<file path="config.mk">
export PLATFORM = sky130hd
export DESIGN_NAME = sanduba_multi
export DESIGN_NICKNAME = d
export VERILOG_FILES = /design/src/rtl/sanduba_multi.sv
export SDC_FILE = /design/constraint.sdc
export NUM_CORES = 1
export LEC_CHECK = 0
export ABC_CLOCK_PERIOD_IN_PS = 2200
export BUFFER_PORTS_ARGS = -buffer_cell sky130_fd_sc_hd__buf_2
export CORE_ASPECT_RATIO = 0.7
export CORE_UTILIZATION = 45
export DETAILED_ROUTE_END_ITERATION = 8
export GPL_TIMING_DRIVEN = 0
export PLACE_DENSITY_LB_ADDON = 0.25
export RECOVER_POWER = 50
export SLEW_MARGIN = 10
export SYNTH_ARGS = -nofsm -noshare
export SYNTH_HDL_FRONTEND = slang
export SYNTH_SLANG_ARGS = --single-unit
</file>
<file path="constraint.sdc">
create_clock -name clock_i -period 2.2 [get_ports clock_i]
set_input_delay 0.22 -clock clock_i [delete_from_list [all_inputs] [get_ports clock_i]]
set_output_delay 0.22 -clock clock_i [all_outputs]
set_load 0.03 [all_outputs]
</file>
<file path="src/rtl/sanduba_multi.sv">
// Multi-product credit vending controller: coin accumulation, priced dispense, refund and overflow bounce.
// Optional macro SANDUBA_MULTI_AUTO_CHANGE_EN: after a sale, leftover credit is paid back as change.
module sanduba_multi #(
   parameter int                   N_PROD = 3,
   parameter int                   CW     = 5,
   parameter logic [N_PROD*CW-1:0] PRICES = {5'd4, 5'd3, 5'd2}
) (
   input  logic              clock_i,
   input  logic              reset_i,
   input  logic              m100_i,
   input  logic              dev_i,
   input  logic [N_PROD-1:0] req_i,
   output logic [N_PROD-1:0] grant_o,
   output logic              d100_o,
   output logic              busy_o,
   output logic [CW-1:0]     credit_o
);

   // state  | meaning
   // IDLE   | waiting; only state that samples inputs
   // ADD    | accept one coin, credit +1 on exit
   // SERVE  | dispense product prod_q, credit -= price on exit
   // REJECT | invalid or unaffordable request, no effect
   // BOUNCE | coin returned because credit is saturated
   // REFUND | return one coin per cycle until credit is zero
   localparam logic [2:0] S_IDLE   = 3'd0;
   localparam logic [2:0] S_ADD    = 3'd1;
   localparam logic [2:0] S_SERVE  = 3'd2;
   localparam logic [2:0] S_REJECT = 3'd3;
   localparam logic [2:0] S_BOUNCE = 3'd4;
   localparam logic [2:0] S_REFUND = 3'd5;

   localparam logic [CW-1:0] MAX_CREDIT = '1;

   logic [2:0]    state_q, state_d;
   logic [CW-1:0] credit_q, credit_d;
   logic [2:0]    prod_q, prod_d;

   logic [3:0]    req_cnt;
   logic [2:0]    req_idx;
   logic [CW-1:0] req_price;
   logic [CW-1:0] serve_price;

   function automatic logic [CW-1:0] price_of(input logic [2:0] idx);
      logic [CW-1:0] p;
      p = '0;
      for (int i = 0; i < N_PROD; i++) begin
         if (idx == 3'(i)) p = PRICES[i*CW +: CW];
      end
      return p;
   endfunction

   always_comb begin
      req_cnt = '0;
      req_idx = '0;
      for (int i = 0; i < N_PROD; i++) begin
         if (req_i[i]) begin
            req_cnt = req_cnt + 4'd1;
            req_idx = 3'(i);
         end
      end
      req_price   = price_of(req_idx);
      serve_price = price_of(prod_q);
   end

   always_comb begin
      state_d  = state_q;
      credit_d = credit_q;
      prod_d   = prod_q;
      case (state_q)
         S_IDLE: begin
            if (dev_i) begin
               state_d = S_REFUND;
            end else if (req_cnt > 4'd1) begin
               state_d = S_REJECT;
            end else if (req_cnt == 4'd1) begin
               prod_d  = req_idx;
               state_d = (credit_q >= req_price) ? S_SERVE : S_REJECT;
            end else if (m100_i) begin
               state_d = (credit_q == MAX_CREDIT) ? S_BOUNCE : S_ADD;
            end
         end
         S_ADD: begin
            credit_d = credit_q + CW'(1);
            state_d  = S_IDLE;
         end
         S_SERVE: begin
            credit_d = credit_q - serve_price;
`ifdef SANDUBA_MULTI_AUTO_CHANGE_EN
            state_d  = (credit_d != '0) ? S_REFUND : S_IDLE;
`else
            state_d  = S_IDLE;
`endif
         end
         S_REFUND: begin
            // A refund entered with zero credit still lasts one cycle.
            if (credit_q != '0) begin
               credit_d = credit_q - CW'(1);
               state_d  = (credit_q == CW'(1)) ? S_IDLE : S_REFUND;
            end else begin
               state_d = S_IDLE;
            end
         end
         default: state_d = S_IDLE;
      endcase
   end

   always_ff @(posedge clock_i) begin
      if (reset_i) begin
         state_q  <= S_IDLE;
         credit_q <= '0;
         prod_q   <= '0;
      end else begin
         state_q  <= state_d;
         credit_q <= credit_d;
         prod_q   <= prod_d;
      end
   end

   always_comb begin
      grant_o = '0;
      if (state_q == S_SERVE) begin
         for (int i = 0; i < N_PROD; i++) begin
            if (prod_q == 3'(i)) grant_o[i] = 1'b1;
         end
      end
   end

   assign d100_o   = (state_q == S_BOUNCE) || ((state_q == S_REFUND) && (credit_q != '0));
   assign busy_o   = (state_q != S_IDLE);
   assign credit_o = credit_q;

endmodule
</file>
### Yosys cells after proc, flatten, opt, wreduce, memory -nomap -nowiden

Cells that the tools add are included.

* register bits after elaboration: 11
* latch bits: 0
* bits in writable memories: 0
* bits in read-only memories: 0
* input bits: 7
* output and inout port bits: 10
* memories kept: 0

* add/subtract/negate cells: 5
* multiply operators: 0
* div/mod/pow operators: 0
* order comparisons: 2
* equality and inequality tests: 13
* shifts and indexed selects: 0
* multiplexer cells: 26
* bitwise logic cells: 2
* reduce and logical (&&, ||, !) cells: 10

Operators with widths (number)
* $mux W3: 9
* $mux W5: 5
* $pmux W5 S3: 1
* $eq A3 B1 Y1 const B: 3
* $eq A3 B2 Y1 const B: 3
* $logic_not A3 Y1: 3
* $add A4 B1 Y4 const B: 2
* $mux W4: 2
* $eq A3 B3 Y1 const B: 2
* $mux W1: 6
* $pmux W3 S2: 1
* $reduce_bool A3 Y1: 2
* $add A5 B1 Y5 const B: 1
* $eq A5 B1 Y1 const B: 1
* $eq A5 B5 Y1 const B: 1
* $ge A5 B5 Y1: 1
* $ne A5 B5 Y1 const B: 1
* $reduce_bool A5 Y1: 1
* $sub A5 B1 Y5 const B: 1
* $sub A5 B5 Y5: 1
* $eq A4 B1 Y1 const B: 1
* $gt A4 B1 Y1 const B: 1
* $mux W2: 2
* $reduce_and A4 Y1: 1
* other kinds (5): 6

### Longest topological paths before layout

Gate-level depths: netlist of run 1.

* word-level depth: 12
* gate-level depth with buffers: 12
* mapped depth without buffers: 11

### Worst setup path after synthesis of run 1

Ideal clock, no wire load.

* path kind: register -> output
* start point: reg credit_q[1], in the netlist credit_o[1]
* end point: out d100_o
* arrival: 1.892 ns
* data required time: 1.980 ns
* setup slack: 0.088 ns
* cell stages (with the launch flop): 5
* cell sequence: dfxtp_1 inv_1 ha_1 nor4b_2 a21boi_0

* word-level cells in the longest chain between the ends: 3

RTL lines
* start, declared: line 36 `logic [CW-1:0] credit_q, credit_d;`
* start signal, assigned: line 115 `credit_q <= credit_d;`
* $reduce_bool A5 Y1: line 129 `assign d100_o = (state_q == S_BOUNCE) || ((state_q == S_REFUND) && (credit_q != '0));`
* $logic_and A1 B1 Y1: line 129
* $logic_or A1 B1 Y1: line 129
* end, declared: line 14 `output logic d100_o,`

No other way between the ends.

### Worst setup path after layout of run 1

* start point: reg state_q[1]
* end point: reg credit_q[2], in the netlist credit_o[2]

* word-level cells in the longest chain between the ends: 3
* elaborated cells between the ends (all ways): 7
* those cells by class: eq/ne (4); mux (1); reduce/logical (2)

RTL lines
* start, declared: line 35 `logic [2:0] state_q, state_d;`
* start signal, assigned: line 114 `state_q <= state_d;`
* $eq A3 B3 Y1, or another cell as far along: line 70 `case (state_q)`
* $ne A2 B2 Y1 (no source line) or $reduce_bool A3 Y1 (tied branches)
* $reduce_and A2 Y1 (no source line)

Parallel ways exist; a longest one is shown, timed or not.
A chain may end at the register's enable or synchronous reset.

==> impl_metrics.ini, run 1 <==
[routing]
drt_iter0_drc = 47
route.detailed.drc = 0
ant_nets = 0
routed_wirelength_um = 2398
detail_route.wl_per_cell_um = 12.76
via_count = 1003
first_pass_iters = 4
viasPerCell = 5.335

[global_routing]
grt_max_degree = 11
overflow = 0
antenna_found_initial = 0
grtUsageTotal_pct = 20.06
grt_pass1_vias = 886
grt_pass1_wl_um = 3898

[worst_setup_path]
path_class = reg2reg
crit_path_end_kind = flop
path_max_fanout = 8
crit_slowest_cell = fa_2
crit_family = adder cells
cp_slowest_stage_delay_ns = 0.36
critical_path_required_ns = 2.35
path_cells = buf_6 -> nand2b_1 -> nand2b_4 -> inv_2 -> nand2_1 -> ha_1 -> fa_2 -> xnor2_1 -> nor2_1 -> a21oi_1 -> a22oi_1 -> nor2_1
cp_num_cells = 12
rr_endpoint = credit_o[2]$_SDFFE_PP0P_
r2r_start = state_q[1]$_SDFFE_PP0P_
critPathLaunchType = flop
crit_end = credit_o[2]$_SDFFE_PP0P_
ff2ff_path_depth = 12
critPathLaunch = state_q[1]$_SDFFE_PP0P_
crit_buf_inv = 2
path_common_cell = nor2_1
arrival_ns = 2.16
reg2reg_setup_slack_ns = 0.19

[synthesis]
syn_avg_cell_area_um2 = 7.989
synth_cells = 135
syn-num-nets = 157
ys_top_cells_by_area = dfxtp_1, ha_1, a21oi_1
synth_edf_count = 0
synth.top_cell.area_share_pct = 18.56
ys_seq_area_share_pct = 18.56
synth-main-ff-cell = dfxtp_1
async_flop_share_pct = 0
netlist_area_um2 = 1079
synth_area_leader_cell = dfxtp_1
ys_seq_elements = 10
synth_cell_type_count = 44
yosysWarningCount = 0

[die]
die-area_um2 = 2600
rows = 14
fp.dieH_um = 42.96
core_area_um2 = 2207
ios = 17
start_util_pct = 48.87
die_w_um = 60.52

[status]
outcome = finished clean

[clock_network]
numCtsBuffers = 3
postCtsHoldBufs = 0
clock-root-buffer = clkbuf_4
cts_tree = built
clk-insertion-delay-late_ns = 0.27
path_clk_slew_ns = 0.07
cts_buffer_depth = 2
htree_num_levels = 1
clock-sinks = 10

[placed_design]
port_buffers = 15
gp_congestion = 0.7919
hpwl_um = 1792

[sta]
clock.fmax_ghz = 0.4978
slew-limit-headroom_pct = 71.47
holdWs_ns = 0.1838
skew_ns = 0.01114
drv_slew = 0
finalHoldViolCount = 0
rsz0062_at_grt = false
final.setup.tns_ns = 0
fin_crit_ns = 2.009
finalSetupViolCount = 0
fin_crit_sh_pct = 91.31
tightestPinTransition_ns = 0.4246

[cells_and_area]
drive_gt1_share_pct = 19.23
area_growth_pct = 14.27
multi_input_area_um2 = 783.3
n_antenna_cell = 0
nets = 180
nFillCells = 230
regArea_um2 = 201.4

[pwr]
power_density_nw_per_um2 = 1038
leakage_uw = 0.0005729
ir_drop_mv = 0.5867

[job]
cap_violations = 0

[hold_path]
worstHoldPathType = in2reg
==> repair_timing <==
item                       4_1_cts  5_1_grt
pin swaps                        0        1
setup buffers                    0        3
setup endpoints to repair        2        3
gates cloned                     0        0
resized for setup                1        6
==> how the worst min path moves through the flow <==
stage	start	end	slack, ns	cells after the start
2_1_floorplan	dev_i	state_q[1]$_SDFFE_PP0P_	0.30	1
3_3_place_gp	dev_i	state_q[1]$_SDFFE_PP0P_	0.46	2
3_5_place_dp	dev_i	state_q[1]$_SDFFE_PP0P_	0.46	2
4_1_cts	dev_i	state_q[1]$_SDFFE_PP0P_	0.17	2
5_1_grt	dev_i	state_q[1]$_SDFFE_PP0P_	0.19	2
6_report	dev_i	state_q[1]$_SDFFE_PP0P_	0.18	2
==> flip-flops by register name, summed over array words and instances, names as in the netlist <==
register,cells
prod_q,2
state_q,3
credit_o,5
==> kinds of logic after synthesis <==
family | after synthesis | synth area share [%]
and+or+nand+nor | 52 | 28.31
AOI/OAI and AO/OA | 34 | 21.35
buffers and inverters | 19 | 8.701
adders and majority gates | 15 | 18.79
DFF | 10 | 18.56
xor gates and xnor gates | 3 | 2.437
muxes | 2 | 1.856
==> through the flow <==
step / power [µW] / std cells / setup WS (ns) / instance area [µm²] / utilization, %
after floorplan: 947.2 / 135 / 0.08794 / 1079 / -
after global placement: 1115 / 182 / 0.01820 / 1194 / 54.08
after detailed placement: 1125 / 182 / 0.02363 / 1194 / 54.08
after CTS: 1271 / 185 / 0.01933 / 1216 / 55.10
after global routing: 1382 / 188 / 0.004659 / 1232 / 55.84
final: 1279 / 188 / 0.1911 / 1232 / 55.84
==> Yosys cell counts, types with 2 or more instances <==
cell type,instances
dfxtp_1,10
mux2i_1,2
o21ai_0,4
inv_1,13
nor3_1,5
fa_1,2
nand2b_1,6
nor2_1,15
and3b_1,2
nand2_1,6
nor2b_1,4
xnor2_1,3
ha_1,13
o41ai_1,3
nand4b_1,2
buf_4,4
a21oi_1,14
==> metal layers <==
layer | vias up | part of all wire [%] | track usage [%] | routed length (µm)
met4 | 0 | 0 | 2.727 | 0
met1 | 459 | 54 | 28.89 | 1300
li1 | 522 | - | - | -
met5 | - | 0 | 0 | 0
met2 | 22 | 42 | 30.11 | 998
met3 | 0 | 4.1 | 5.793 | 99
==> power breakdown <==
group	switching, µW	internal, µW	total, µW
logic	515	341	856
registers	67.5	228	295
clock network	64.7	63.2	128
==> placed cells by master (no fill, tap or decap), types with 2 or more instances in the layout <==
master	n
buf_4	6
nand4b_1	2
and3b_1	2
o21ai_0	4
nor3_1	6
buf_2	7
inv_1	11
mux2i_1	2
inv_2	2
xnor2_1	3
ha_1	13
o41ai_1	3
a21oi_1	14
buf_6	2
clkbuf_1	9
dfxtp_1	9
nor2_1	15
nor2b_1	4
nand2b_1	5
nand2_1	6
clkbuf_4	3
==> worst reg2reg max path: stages, from the launching register on <==
cell and delay (ns):
dfxtp_1 0.34, buf_6 0.13, nand2b_1 0.07, nand2b_4 0.17, inv_2 0.08, nand2_1 0.06, ha_1 0.20, fa_2 0.36
xnor2_1 0.13, nor2_1 0.08, a21oi_1 0.05, a22oi_1 0.17, nor2_1 0.05
==> area by class of cell <==
class | instances | share of cell area, %
plain buffers | 6 | 3.959
clock buffers | 3 | 1.827
inverters | 13 | 3.959
multi-input cells | 106 | 63.55
flip-flops and latches | 10 | 16.35
well taps | 32 | 3.249
repair buffers | 18 | 7.107
No activity file was read; power rests on OpenSTA's default activity.
==> run 2: changes to the inputs <==
Settings changed: RECOVER_POWER 50 to unset.
==> impl_metrics.ini, run 2 (synthesis results as in run 1) <==
[status]
outcome = finished clean

[clock_network]
cts_buffer_depth = 2
clock-sinks = 10
cts_tree = built
clk-insertion-delay-late_ns = 0.27
clock-root-buffer = clkbuf_4
postCtsHoldBufs = 0
htree_num_levels = 1
path_clk_slew_ns = 0.07
numCtsBuffers = 3

[placed_design]
pre_cts_slack_ns = 0.02363
hpwl_um = 1792
gp_congestion = 0.7919
port_buffers = 15

[worst_setup_path]
path_class = reg2reg
r2r_start = state_q[1]$_SDFFE_PP0P_
path_max_fanout = 8
crit_path_end_kind = flop
cp_slowest_stage_delay_ns = 0.36
arrival_ns = 2.16
path_cells = buf_6 -> nand2b_1 -> nand2b_4 -> inv_2 -> nand2_1 -> ha_1 -> fa_2 -> xnor2_1 -> nor2_1 -> a21oi_1 -> a22oi_1 -> nor2_1
reg2reg_setup_slack_ns = 0.19
critical_path_required_ns = 2.35
critPathLaunchType = flop
path_common_cell = nor2_1
ff2ff_path_depth = 12
crit_slowest_cell = fa_2
rr_endpoint = credit_o[2]$_SDFFE_PP0P_

[global_routing]
grtUsageTotal_pct = 20.06
grt_pass1_wl_um = 3898
overflow = 0
grt_max_degree = 11
antenna_found_initial = 0
grt_pass1_vias = 886

[die]
start_util_pct = 48.87
ios = 17
fp.dieH_um = 42.96
die_w_um = 60.52
rows = 14
core_area_um2 = 2207
die-area_um2 = 2600

[sta]
fin_crit_ns = 2.006
tightestPinTransition_ns = 0.4063
holdWs_ns = 0.1823
rsz0062_at_grt = false
clock.fmax_ghz = 0.4985
drv_slew = 0
final.setup.tns_ns = 0
skew_ns = 0.01022
finalSetupViolCount = 0
fin_crit_sh_pct = 91.18
fin_ws_ns = 0.1941
finalHoldViolCount = 0
slew-limit-headroom_pct = 72.56

[hold_path]
worstHoldPathType = in2reg
whs_endpoint = state_q[1]$_SDFFE_PP0P_
hold_depth = 2
min_from = dev_i

[cells_and_area]
n_antenna_cell = 0
drive_gt1_share_pct = 25.00
area_growth_pct = 16.24
mostFrequentLayoutCells = nor2_1, buf_2, a21oi_1, ha_1, inv_1
regArea_um2 = 201.4
multi_input_area_um2 = 794.5
nFillCells = 224
nets = 180
largest_reg_flops = 5

[pwr]
leakage_uw = 0.0006088
power_density_nw_per_um2 = 1036
p_total_uw = 1299
ir_drop_mv = 0.5928

[routing]
via_count = 1005
first_pass_iters = 4
route.detailed.drc = 0
routed_wirelength_um = 2372
detail_route.wl_per_cell_um = 12.62
ant_nets = 0
drt_iter0_drc = 39
viasPerCell = 5.346

[job]
cap_violations = 0
## run 2: changes by cell type in the layout (fill, tap and decap cells not counted)
cell and change:
buf_2 +8, clkbuf_1 -8, nor3_1 -1, nor3_4 +1
## run 2: metal layers
metal | global-route usage (%) | wire, µm
met1 | 28.89 | 1274
met4 | 2.727 | 0
met5 | 0 | 0
met2 | 30.11 | 991
met3 | 5.793 | 106
## run 2: critical path, delay by kind of cell (launching register included)
kind	cells	cell delay (ns)
fa+ha+maj	2	0.56
simple gates	5	0.43
flops	1	0.34
compound gates	2	0.22
buf+inv	2	0.21
xor+xnor	1	0.13
## run 2: final cells by class
cell class                      instances  area share [%]
Inverter                               13           3.892
Multi-Input combinational cell        106           63.37
Buffer                                  6           3.892
Clock buffer                            3           1.796
Sequential cell                        10           16.07
Timing Repair Buffer                   18           7.784
Tap cell                               32           3.194
## run 2: worst max path at each step
stage / startpoint / end / slack [ns] / cells after the start
floorplan: credit_o[1]$_SDFFE_PP0P_ / d100_o / 0.09 / 4
global placement: state_q[2]$_SDFFE_PP0P_ / credit_o[3]$_SDFFE_PP0P_ / 0.02 / 10
detailed placement: state_q[2]$_SDFFE_PP0P_ / credit_o[3]$_SDFFE_PP0P_ / 0.02 / 10
CTS: state_q[1]$_SDFFE_PP0P_ / credit_o[2]$_SDFFE_PP0P_ / 0.02 / 12
global route: state_q[1]$_SDFFE_PP0P_ / credit_o[2]$_SDFFE_PP0P_ / 0.005 / 12
finish: state_q[1]$_SDFFE_PP0P_ / credit_o[2]$_SDFFE_PP0P_ / 0.19 / 12
## run 2: what timing repair did
item                                    in CTS  in global routing
setup buffers                                0                  3
endpoints found under the setup margin       2                  3
pin swaps                                    0                  1
resized for setup                            1                  6
## run 2: metrics by stage
step / utilization, % / area [µm²] / instances
4_1_cts: 55.10 / 1216 / 185
3_3_place_gp: 54.08 / 1194 / 182
5_1_grt: 56.80 / 1254 / 188
3_5_place_dp: 54.08 / 1194 / 182
2_1_floorplan: - / 1079 / 135
6_report: 56.80 / 1254 / 188
## run 2: report_power, final
part | total (µW) | internal [µW] | switching (µW)
clock network | 127 | 63.1 | 63.6
registers | 295 | 228 | 67.2
logic | 877 | 361 | 516
